<file path="config.mk">
export PLATFORM = sky130hd
export DESIGN_NAME = axis_pkt_tagger
export DESIGN_NICKNAME = d
export VERILOG_FILES = /design/src/rtl/axis_tagger_pkg.sv /design/src/rtl/axis_skid_reg.sv /design/src/rtl/axis_pkt_tagger.sv
export SDC_FILE = /design/constraint.sdc
export NUM_CORES = 1
export LEC_CHECK = 0
export CAP_MARGIN = 20
export CORE_AREA = 4 4 164 182
export DETAILED_ROUTE_END_ITERATION = 12
export DIE_AREA = 0 0 168 186
export PLACE_DENSITY = 0.52
export SLEW_MARGIN = 25
export SYNTH_ARGS = -nofsm -noshare
export SYNTH_HDL_FRONTEND = slang
export SYNTH_HIERARCHICAL = 1
export SYNTH_SLANG_ARGS = --single-unit
</file>
<file path="constraint.sdc">
create_clock -name axis_aclk -period 3.7 [get_ports axis_aclk]
set_clock_uncertainty 0.05 [all_clocks]
set_input_delay 0.74 -clock axis_aclk [delete_from_list [all_inputs] [get_ports axis_aclk]]
set_output_delay 0.74 -clock axis_aclk [all_outputs]
set_load 0.01 [all_outputs]
</file>
<file path="src/rtl/axis_tagger_pkg.sv">
// Shared state encoding, header layout and header builder for the AXI-Stream packet tagger.
package axis_tagger_pkg;

   typedef enum logic [1:0] {
      IDLE = 2'd0,
      HDR  = 2'd1,
      BODY = 2'd2,
      DROP = 2'd3
   } tag_state_e;

   localparam logic [7:0] HDR_MAGIC_DEF = 8'hA5;
   localparam int         DATA_W        = 32;
   localparam int         SKID_W        = DATA_W + 1;

   localparam int MAGIC_MSB = 31;
   localparam int MAGIC_LSB = 24;
   localparam int SRC_BIT   = 23;
   localparam int SEQ_MSB   = 15;
   localparam int SEQ_LSB   = 0;

   // Bits [22:16] are reserved and always zero.
   function automatic logic [DATA_W-1:0] make_hdr(input logic [7:0]  magic,
                                                  input logic        src,
                                                  input logic [15:0] seq);
      logic [DATA_W-1:0] w;
      w                      = '0;
      w[MAGIC_MSB:MAGIC_LSB] = magic;
      w[SRC_BIT]             = src;
      w[SEQ_MSB:SEQ_LSB]     = seq;
      return w;
   endfunction

endpackage

</file>
<file path="src/rtl/axis_skid_reg.sv">
// Two-entry registered skid buffer: outputs and input ready come straight from flops,
// giving one cycle of latency and full throughput when the consumer never stalls.
module axis_skid_reg #(
   parameter int W = 33
) (
   input  logic         clk_i,
   input  logic         rst_ni,
   input  logic [W-1:0] in_data_i,
   input  logic         in_valid_i,
   output logic         in_ready_o,
   output logic [W-1:0] out_data_o,
   output logic         out_valid_o,
   input  logic         out_ready_i
);

   logic [W-1:0] out_data_q, out_data_d;
   logic         out_valid_q, out_valid_d;
   logic [W-1:0] skid_data_q, skid_data_d;
   logic         skid_valid_q, skid_valid_d;
   logic         in_take;
   logic         out_free;

   assign in_ready_o  = ~skid_valid_q;
   assign in_take     = in_valid_i & ~skid_valid_q;
   assign out_free    = ~out_valid_q | out_ready_i;
   assign out_data_o  = out_data_q;
   assign out_valid_o = out_valid_q;

   // The skid entry is only ever occupied while the output entry is stalled,
   // so an empty output slot always refills from the skid entry first.
   always_comb begin
      out_data_d   = out_data_q;
      out_valid_d  = out_valid_q;
      skid_data_d  = skid_data_q;
      skid_valid_d = skid_valid_q;
      if (out_free) begin
         if (skid_valid_q) begin
            out_data_d   = skid_data_q;
            out_valid_d  = 1'b1;
            skid_valid_d = 1'b0;
         end else begin
            out_valid_d = in_take;
            if (in_take) begin
               out_data_d = in_data_i;
            end
         end
      end else if (in_take) begin
         skid_data_d  = in_data_i;
         skid_valid_d = 1'b1;
      end
   end

   always_ff @(posedge clk_i) begin
      if (!rst_ni) begin
         out_data_q   <= '0;
         out_valid_q  <= 1'b0;
         skid_data_q  <= '0;
         skid_valid_q <= 1'b0;
      end else begin
         out_data_q   <= out_data_d;
         out_valid_q  <= out_valid_d;
         skid_data_q  <= skid_data_d;
         skid_valid_q <= skid_valid_d;
      end
   end

endmodule

</file>
<file path="src/rtl/axis_pkt_tagger.sv">
// Prepends a {magic, src, seq} header to each packet from the arbiter, caps body length
// with a forced tlast and discards the overflow; output is registered through a skid buffer.
//
//  state | meaning
//  ------+-----------------------------------------------------------------
//  IDLE  | waiting for a packet start; samples src and checks the a/b flags
//  HDR   | offering the header word to the output buffer
//  BODY  | forwarding body beats, counting down the remaining beat budget
//  DROP  | packet was truncated; swallowing beats up to the input tlast
module axis_pkt_tagger
   import axis_tagger_pkg::*;
#(
   parameter logic [7:0]  HDR_MAGIC = HDR_MAGIC_DEF,
   parameter int unsigned MAX_BEATS = 256,
   parameter int unsigned CNT_W     = 16
) (
   input  logic              axis_aclk,
   input  logic              axis_aresetn,
   input  logic [31:0]       s_axis_tdata,
   input  logic              s_axis_tvalid,
   output logic              s_axis_tready,
   input  logic              s_axis_tlast,
   input  logic              s_axis_a,
   input  logic              s_axis_b,
   output logic [31:0]       m_axis_tdata,
   output logic              m_axis_tvalid,
   input  logic              m_axis_tready,
   output logic              m_axis_tlast,
   output logic [CNT_W-1:0]  trunc_cnt,
   output logic              src_err
);

   tag_state_e        state_q, state_d;
   logic              src_q, src_d;
   logic              src_err_q, src_err_d;
   logic [CNT_W-1:0]  seq_a_q, seq_a_d;
   logic [CNT_W-1:0]  seq_b_q, seq_b_d;
   logic [CNT_W-1:0]  beats_left_q, beats_left_d;
   logic [CNT_W-1:0]  trunc_q, trunc_d;
   logic [CNT_W-1:0]  seq_cur;

   logic              s_ready;
   logic              push_valid;
   logic [SKID_W-1:0] push_data;
   logic              skid_in_ready;
   logic [SKID_W-1:0] skid_out_data;

   assign seq_cur = src_q ? seq_b_q : seq_a_q;

   always_comb begin
      state_d      = state_q;
      src_d        = src_q;
      src_err_d    = src_err_q;
      seq_a_d      = seq_a_q;
      seq_b_d      = seq_b_q;
      beats_left_d = beats_left_q;
      trunc_d      = trunc_q;
      s_ready      = 1'b0;
      push_valid   = 1'b0;
      push_data    = '0;

      unique case (state_q)
         IDLE: begin
            if (s_axis_tvalid) begin
               src_d = s_axis_b;
               if (s_axis_a == s_axis_b) begin
                  src_err_d = 1'b1;
               end
               state_d = HDR;
            end
         end

         HDR: begin
            push_valid = 1'b1;
            push_data  = {1'b0, make_hdr(HDR_MAGIC, src_q, 16'(seq_cur))};
            if (skid_in_ready) begin
               if (src_q) begin
                  seq_b_d = seq_b_q + CNT_W'(1);
               end else begin
                  seq_a_d = seq_a_q + CNT_W'(1);
               end
               beats_left_d = CNT_W'(MAX_BEATS - 1);
               state_d      = BODY;
            end
         end

         BODY: begin
            s_ready    = skid_in_ready;
            push_valid = s_axis_tvalid;
            // beats_left_q == 0 marks the last beat the budget allows.
            push_data  = {s_axis_tlast | (beats_left_q == '0), s_axis_tdata};
            if (s_axis_tvalid && skid_in_ready) begin
               if (s_axis_tlast) begin
                  state_d = IDLE;
               end else if (beats_left_q == '0) begin
                  if (trunc_q != '1) begin
                     trunc_d = trunc_q + CNT_W'(1);
                  end
                  state_d = DROP;
               end else begin
                  beats_left_d = beats_left_q - CNT_W'(1);
               end
            end
         end

         DROP: begin
            s_ready = 1'b1;
            if (s_axis_tvalid && s_axis_tlast) begin
               state_d = IDLE;
            end
         end

         default: state_d = IDLE;
      endcase
   end

   always_ff @(posedge axis_aclk) begin
      if (!axis_aresetn) begin
         state_q      <= IDLE;
         src_q        <= 1'b0;
         src_err_q    <= 1'b0;
         seq_a_q      <= '0;
         seq_b_q      <= '0;
         beats_left_q <= '0;
         trunc_q      <= '0;
      end else begin
         state_q      <= state_d;
         src_q        <= src_d;
         src_err_q    <= src_err_d;
         seq_a_q      <= seq_a_d;
         seq_b_q      <= seq_b_d;
         beats_left_q <= beats_left_d;
         trunc_q      <= trunc_d;
      end
   end

   axis_skid_reg #(
      .W (SKID_W)
   ) u_out_skid (
      .clk_i       (axis_aclk),
      .rst_ni      (axis_aresetn),
      .in_data_i   (push_data),
      .in_valid_i  (push_valid),
      .in_ready_o  (skid_in_ready),
      .out_data_o  (skid_out_data),
      .out_valid_o (m_axis_tvalid),
      .out_ready_i (m_axis_tready)
   );

   // Ready is held low for the whole reset cycle, even before the state flop clears.
   assign s_axis_tready = axis_aresetn & s_ready;
   assign m_axis_tdata  = skid_out_data[DATA_W-1:0];
   assign m_axis_tlast  = skid_out_data[DATA_W];
   assign trunc_cnt     = trunc_q;
   assign src_err       = src_err_q;

endmodule

</file>
* Word level (Yosys, flattened, before mapping)
Cells that the tools add are included.
Word-level totals: flip-flop bits (word level) 136, bits in latches 0, memory bits (writable) 0, bits in read-only memories 0, input port bits 39, output and inout port bits 52, word-level logic and storage cells 72, memories kept 0
Cells by class: $add $sub $neg 4, $mul 0, div/mod/pow operators 0, order comparisons 0, equality and inequality tests 12, shift-type cells 0, mux-type cells 19, bitwise logic cells 10, reductions and logical operators 16
Operators with widths (number):
- $mux W16 | 5
- $mux W33 | 2
- $pmux W33 S2 | 1
- $add A16 B1 Y16 const B | 3
- $pmux W16 S2 | 1
- $logic_not A16 Y1 | 1
- $ne A16 B16 Y1 const B | 1
- $sub A16 B1 Y16 const B | 1
- $reduce_and A5 Y1 | 3
- $mux W2 | 6
- $ne A2 B2 Y1 const B | 6
- $reduce_and A3 Y1 | 3
- $pmux W2 S4 | 1
- $not A1 Y1 | 6
- $reduce_and A2 Y1 | 3
- $eq A2 B2 Y1 const B | 2
- $pmux W1 S2 | 2
- $reduce_bool A2 Y1 | 2
- $ne A3 B3 Y1 const B | 1
- $and A1 B1 Y1 | 2
- $eq A2 B1 Y1 const B | 1
- $logic_and A1 B1 Y1 | 2
- $logic_not A2 Y1 | 1
- $or A1 B1 Y1 | 2
- other kinds (3) | 3

* Logic depth before layout (Yosys ltp)
word-level depth 5, gate-level depth with buffers 12

* Cells and area by module
Netlist, hierarchy kept.
Modules (own cells, without submodules):
- axis_pkt_tagger | instances 1, cells each 482, area an instance 3961.3 um^2, sequential area each 1361.3 um^2
- axis_skid_reg | instances 1, cells each 307, area an instance 2922.8 um^2, sequential area each 1361.3 um^2

* Worst setup path before layout
Ideal clock, no wire load.
kind input -> register, from in s_axis_tvalid, to reg trunc_q[13] (netlist: trunc_cnt[13]), library setup time 0.070 ns, data arrival time 2.343 ns, data required time 3.580 ns, setup slack 1.236 ns, stages on the path 6, cells stage by stage buf_2 -> nand4b_1 -> or2_2 -> or4b_4 -> or3_1 -> a21oi_1
Between the ends: word-level cells in the longest chain between the ends 2
Ends and longest elaborated chain:
- start: declaration | line axis_pkt_tagger.sv:20 | input logic s_axis_tvalid,
- $logic_and A1 B1 Y1 | line axis_pkt_tagger.sv:92 | if (s_axis_tvalid && skid_in_ready) begin
- $reduce_and A5 Y1 (no source line)
- end signal: assignment | line axis_pkt_tagger.sv:133 | trunc_q <= trunc_d;
- end: declaration | line axis_pkt_tagger.sv:39 | logic [CNT_W-1:0] trunc_q, trunc_d;
Every way passes these cells. A chain may end at the register's enable or synchronous reset.

* Worst setup path after layout
from reg state_q[0], to out s_axis_tready
Between the ends: word-level cells in the longest chain between the ends 3, elaborated cells on any way between the ends 4, those cells by class 2 x eq/ne; 1 x mux; 1 x bitwise
Ends and longest elaborated chain:
- start: declaration | line axis_pkt_tagger.sv:33 | tag_state_e state_q, state_d;
- start signal: assignment | line axis_pkt_tagger.sv:127 | state_q <= state_d;
- $eq A2 B2 Y1 | line axis_pkt_tagger.sv:62 | unique case (state_q)
- $pmux W1 S2 * | line axis_pkt_tagger.sv:62
- $and A1 B1 Y1 * | line axis_pkt_tagger.sv:151 | assign s_axis_tready = axis_aresetn & s_ready;
- end: declaration | line axis_pkt_tagger.sv:21 | output logic s_axis_tready,
Every way passes the cells marked *; elsewhere a longest branch is shown, timed or not.

==> summary.md <==
Compared with the post-synthesis result, the final layout area differs by 26.4%. Share of cells above drive strength 1: 9.53%. The overall fraction of global-route tracks in use was 11.8%; the worst hold path depth was 2. The average cell area after synthesis came out at 8.73 sq um. The number of buffers inserted by port buffering was 90. The tools report the summed instance area of the synthesized netlist as 6880 sq um. For this run, the number of standard cells in the final layout without fillers is 1234. The worst register-to-register path begins at state_q[0]$_SDFFE_PN0P_. Capturing element of the worst setup path: s_axis_tready.

VDD sags by at most 0.260 mV. The count of unique library cells instantiated by Yosys was 60; the clock edge transition at the registers on the reported setup and hold paths was 60 ps. The height of the die came out at 186 um. Setup repair after global routing left no endpoint under its margin. Summing all multi-input logic gate instances after layout gives 3860 sq um.

In this run the critical register-to-register path is captured at trunc_cnt[13]$_SDFFE_PN0P_. By area the synthesized netlist is led by dfxtp_1 40%, mux2i_1 5.7%, nand2_1 5.6%. The tools report the worst setup path startpoint as state_q[0]$_SDFFE_PN0P_.

The initial antenna violation count is 0. The number of synthesized register bits works out to 136. The flow ran to the end, and the final reports show no timing, DRC or antenna violations.

Subtracting the final worst setup slack from the clock period gives 3130 ps. The most frequent standard cell in the layout excluding fill and tap cells is dfxtp_1. The worst path uses 84.5% of the clock period. The cts-stage hold buffer count is 0. The root buffer cell chosen for the clock tree is clkbuf_16. Global routing finished with a remaining overflow of 0. The remaining number of nets flagged by the antenna check after routing was 0; the last weighted congestion value of the routability-driven placer was 0.791. In this run, the number of DRC markers left after iteration 0 of detailed routing was 296. In the synthesized netlist, the number of instances is 789. For the die area, the log shows 31200 sq um. The worst setup path is of the reg -> out kind.

Timing would allow up to 320 MHz. For the worst setup path, the data arrival time is 2340 ps. The Yosys step of the flow raised 6 warnings. In this run the power density over the cells is 629 nW/um^2. The path class of the lowest-slack min-delay path is reg -> reg.

In the routed layout, each cell is associated on average with a via count of 4.73. The initial utilization of the core area, before any placement, comes to 24.8%. 91 I/O pins were placed. The via count of the first global-routing pass is 5646, and the horizontal extent of the die is 168 um. The run gives 136 as the clock sink count. The worst reg-to-reg path cell count is 7. dfxtp_1 takes more of the synthesized area than any other cell.

Endpoint class of the critical path: a primary output. Counting tap cells, the placed design contains a total of 1202 instances. TritonCTS built the clock tree. For the final total power, the log shows 5.48 mW. Number of buffers on the longest clock path: 2. The floorplan has 64 rows.

In the final routed layout, each cell accounts on average for 15.1 um. The sequential area share after synthesis is 39.5%. The number of remaining DRC errors is 0.

The library cells used most frequently in the layout, excluding fill and tap cells, are 135 x dfxtp_1, 103 x nand2_1, 89 x clkdlybuf4s50_1, 58 x nor2_1, 58 x nand3_1. The first global-routing pass estimated 29900 um of wire. For the placeable core region, the log shows 27800 sq um.

The net count of the finished layout was 905. The number of max-slew violations in the final report was 0; the leakage power summed over all cells was 3.26 nW. The repair_antennas step left the layout with diodes totalling 0. Setup violations remaining at the end of the flow were counted as 0. After legalization and detailed placement, the total HPWL measured 12700 um.

The slew at the pin closest to its max-slew limit was 840 ps; the fraction of registers with async set or reset after synthesis was 0%. After clock tree synthesis, the setup repair step added 0 buffers. The biggest fanout along the worst timing path was 26. The number of nets produced by synthesis was 836. The clock reaches the later pin of the worst-skew pair after 420 ps. CTS built an H-tree with a depth of 4. Gates resized during post-CTS repair numbered 0. STA classifies the critical path startpoint as a register. The first detailed-routing pass ran for 4 iterations.

The area taken by flip-flops and latches is 2720 sq um. The tools report the hold violation count in the final report as 0. The run gives 0 as the total of max-cap violations. The most used flip-flop cell after synthesis is dfxtp_1. The run gives 2909 as the fill cell instance count of the final layout. The number of enable-type register cells in the synthesized netlist was 0; the maximum number of pins on one net before global-route repair was 83. Data on the critical path is required at its endpoint by 2910 ps. Summed over its instances, the top area cell type makes up 39.5% of the synthesized netlist area. The TritonCTS buffer count is 17.

The logs give 5833 for the overall via count from detail_route and 18700 um for the final wirelength. In this run the register-to-register setup slack is 870 ps. Measured against its own limit, the worst slew margin works out to 44.0%. The sum of negative setup slack was 0 ps.
power breakdown:
group / internal, mW / switching (mW)
combinational: 0.855 / 1.01
clock: 0.967 / 0.769
sequential: 1.69 / 0.191
total: 3.51 / 1.97
layer usage:
metal	share of wire, %	track usage, %
met1	48	15.6
met2	46	19.5
met3	3.9	2.19
met4	1.5	3.96
met5	0	0
cells in the mapped netlist, drive strengths merged (5+ instances only):
cell and n:
o211a 33, dfxtp 136, buf 24, nor2 58, inv 10, and2 14, nand2b 5, mux2 17
o21ai 13, nor3 12, or4 5, a21boi 34, nor4 5, nand2 103, nand4 15, or3 7
a21oi 30, a22oi 17, and3 11, xnor2 16, nand3 58, ha 8, xor2 23, clkbuf 31
nor2b 24, mux2i 39
worst min-delay path by stage:
stage                                       startpoint                                 endpoint
2_1_floorplan   u_out_skid/skid_data_q[0]$_SDFFE_PN0P_   u_out_skid/skid_data_q[0]$_SDFFE_PN0P_
4_1_cts        u_out_skid/skid_data_q[10]$_SDFFE_PN0P_  u_out_skid/skid_data_q[10]$_SDFFE_PN0P_
3_5_place_dp   u_out_skid/skid_data_q[28]$_SDFFE_PN0P_  u_out_skid/skid_data_q[28]$_SDFFE_PN0P_
5_1_grt        u_out_skid/skid_data_q[29]$_SDFFE_PN0P_  u_out_skid/skid_data_q[29]$_SDFFE_PN0P_
6_report       u_out_skid/skid_data_q[10]$_SDFFE_PN0P_  u_out_skid/skid_data_q[10]$_SDFFE_PN0P_
3_3_place_gp   u_out_skid/skid_data_q[12]$_SDFFE_PN0P_  u_out_skid/skid_data_q[12]$_SDFFE_PN0P_
cells by family (layout without fill, tap and decap cells):
| kind of cell | Yosys count | in the layout | share of synthesized area, % |
|---|---|---|---|
| simple gates | 337 | 337 | 25.2 |
| buf+inv | 65 | 147 | 4.40 |
| flops | 136 | 136 | 39.5 |
| compound gates | 148 | 148 | 16.0 |
| xor+xnor | 39 | 39 | 4.96 |
| fa+ha+maj | 8 | 8 | 1.45 |
| mux | 56 | 56 | 8.45 |
layout make-up:
type	instances	area share [%]
multi-input combinational	588	44.4
inverter	10	0.431
clock buffer	17	4.89
sequential	136	31.3
timing repair buffer	105	11.7
clock inverter	15	2.06
tap	363	5.22
worst max-delay path, stage by stage (launching register included):
cell and delay [ps]:
dfxtp_1 340, inv_1 120, ha_2 520, a21oi_1 230, nor2_1 160, clkdlybuf4s50_1 560
metrics by stage:
step	setup WS, ps	hold slack (ps)	utilization, %	instance area (sq um)
after floorplan	1240	385	-	6880
after global placement	585	390	29.1	8100
after detailed placement	591	396	29.1	8100
after CTS	508	406	31.3	8700
after global routing	423	413	31.3	8700
final	574	403	31.3	8700
state kept, by name, summed over array words and instances, names as in the netlist:
name                     flops
u_out_skid/out_data_o       33
u_out_skid/skid_data_q      33
beats_left_q                16
seq_a_q                     16
seq_b_q                     16
trunc_cnt                   16
state_q                      2
src_err                      1
src_q                        1
u_out_skid/out_valid_o       1
u_out_skid/skid_valid_q      1
Power figures use the tool's default switching activity.
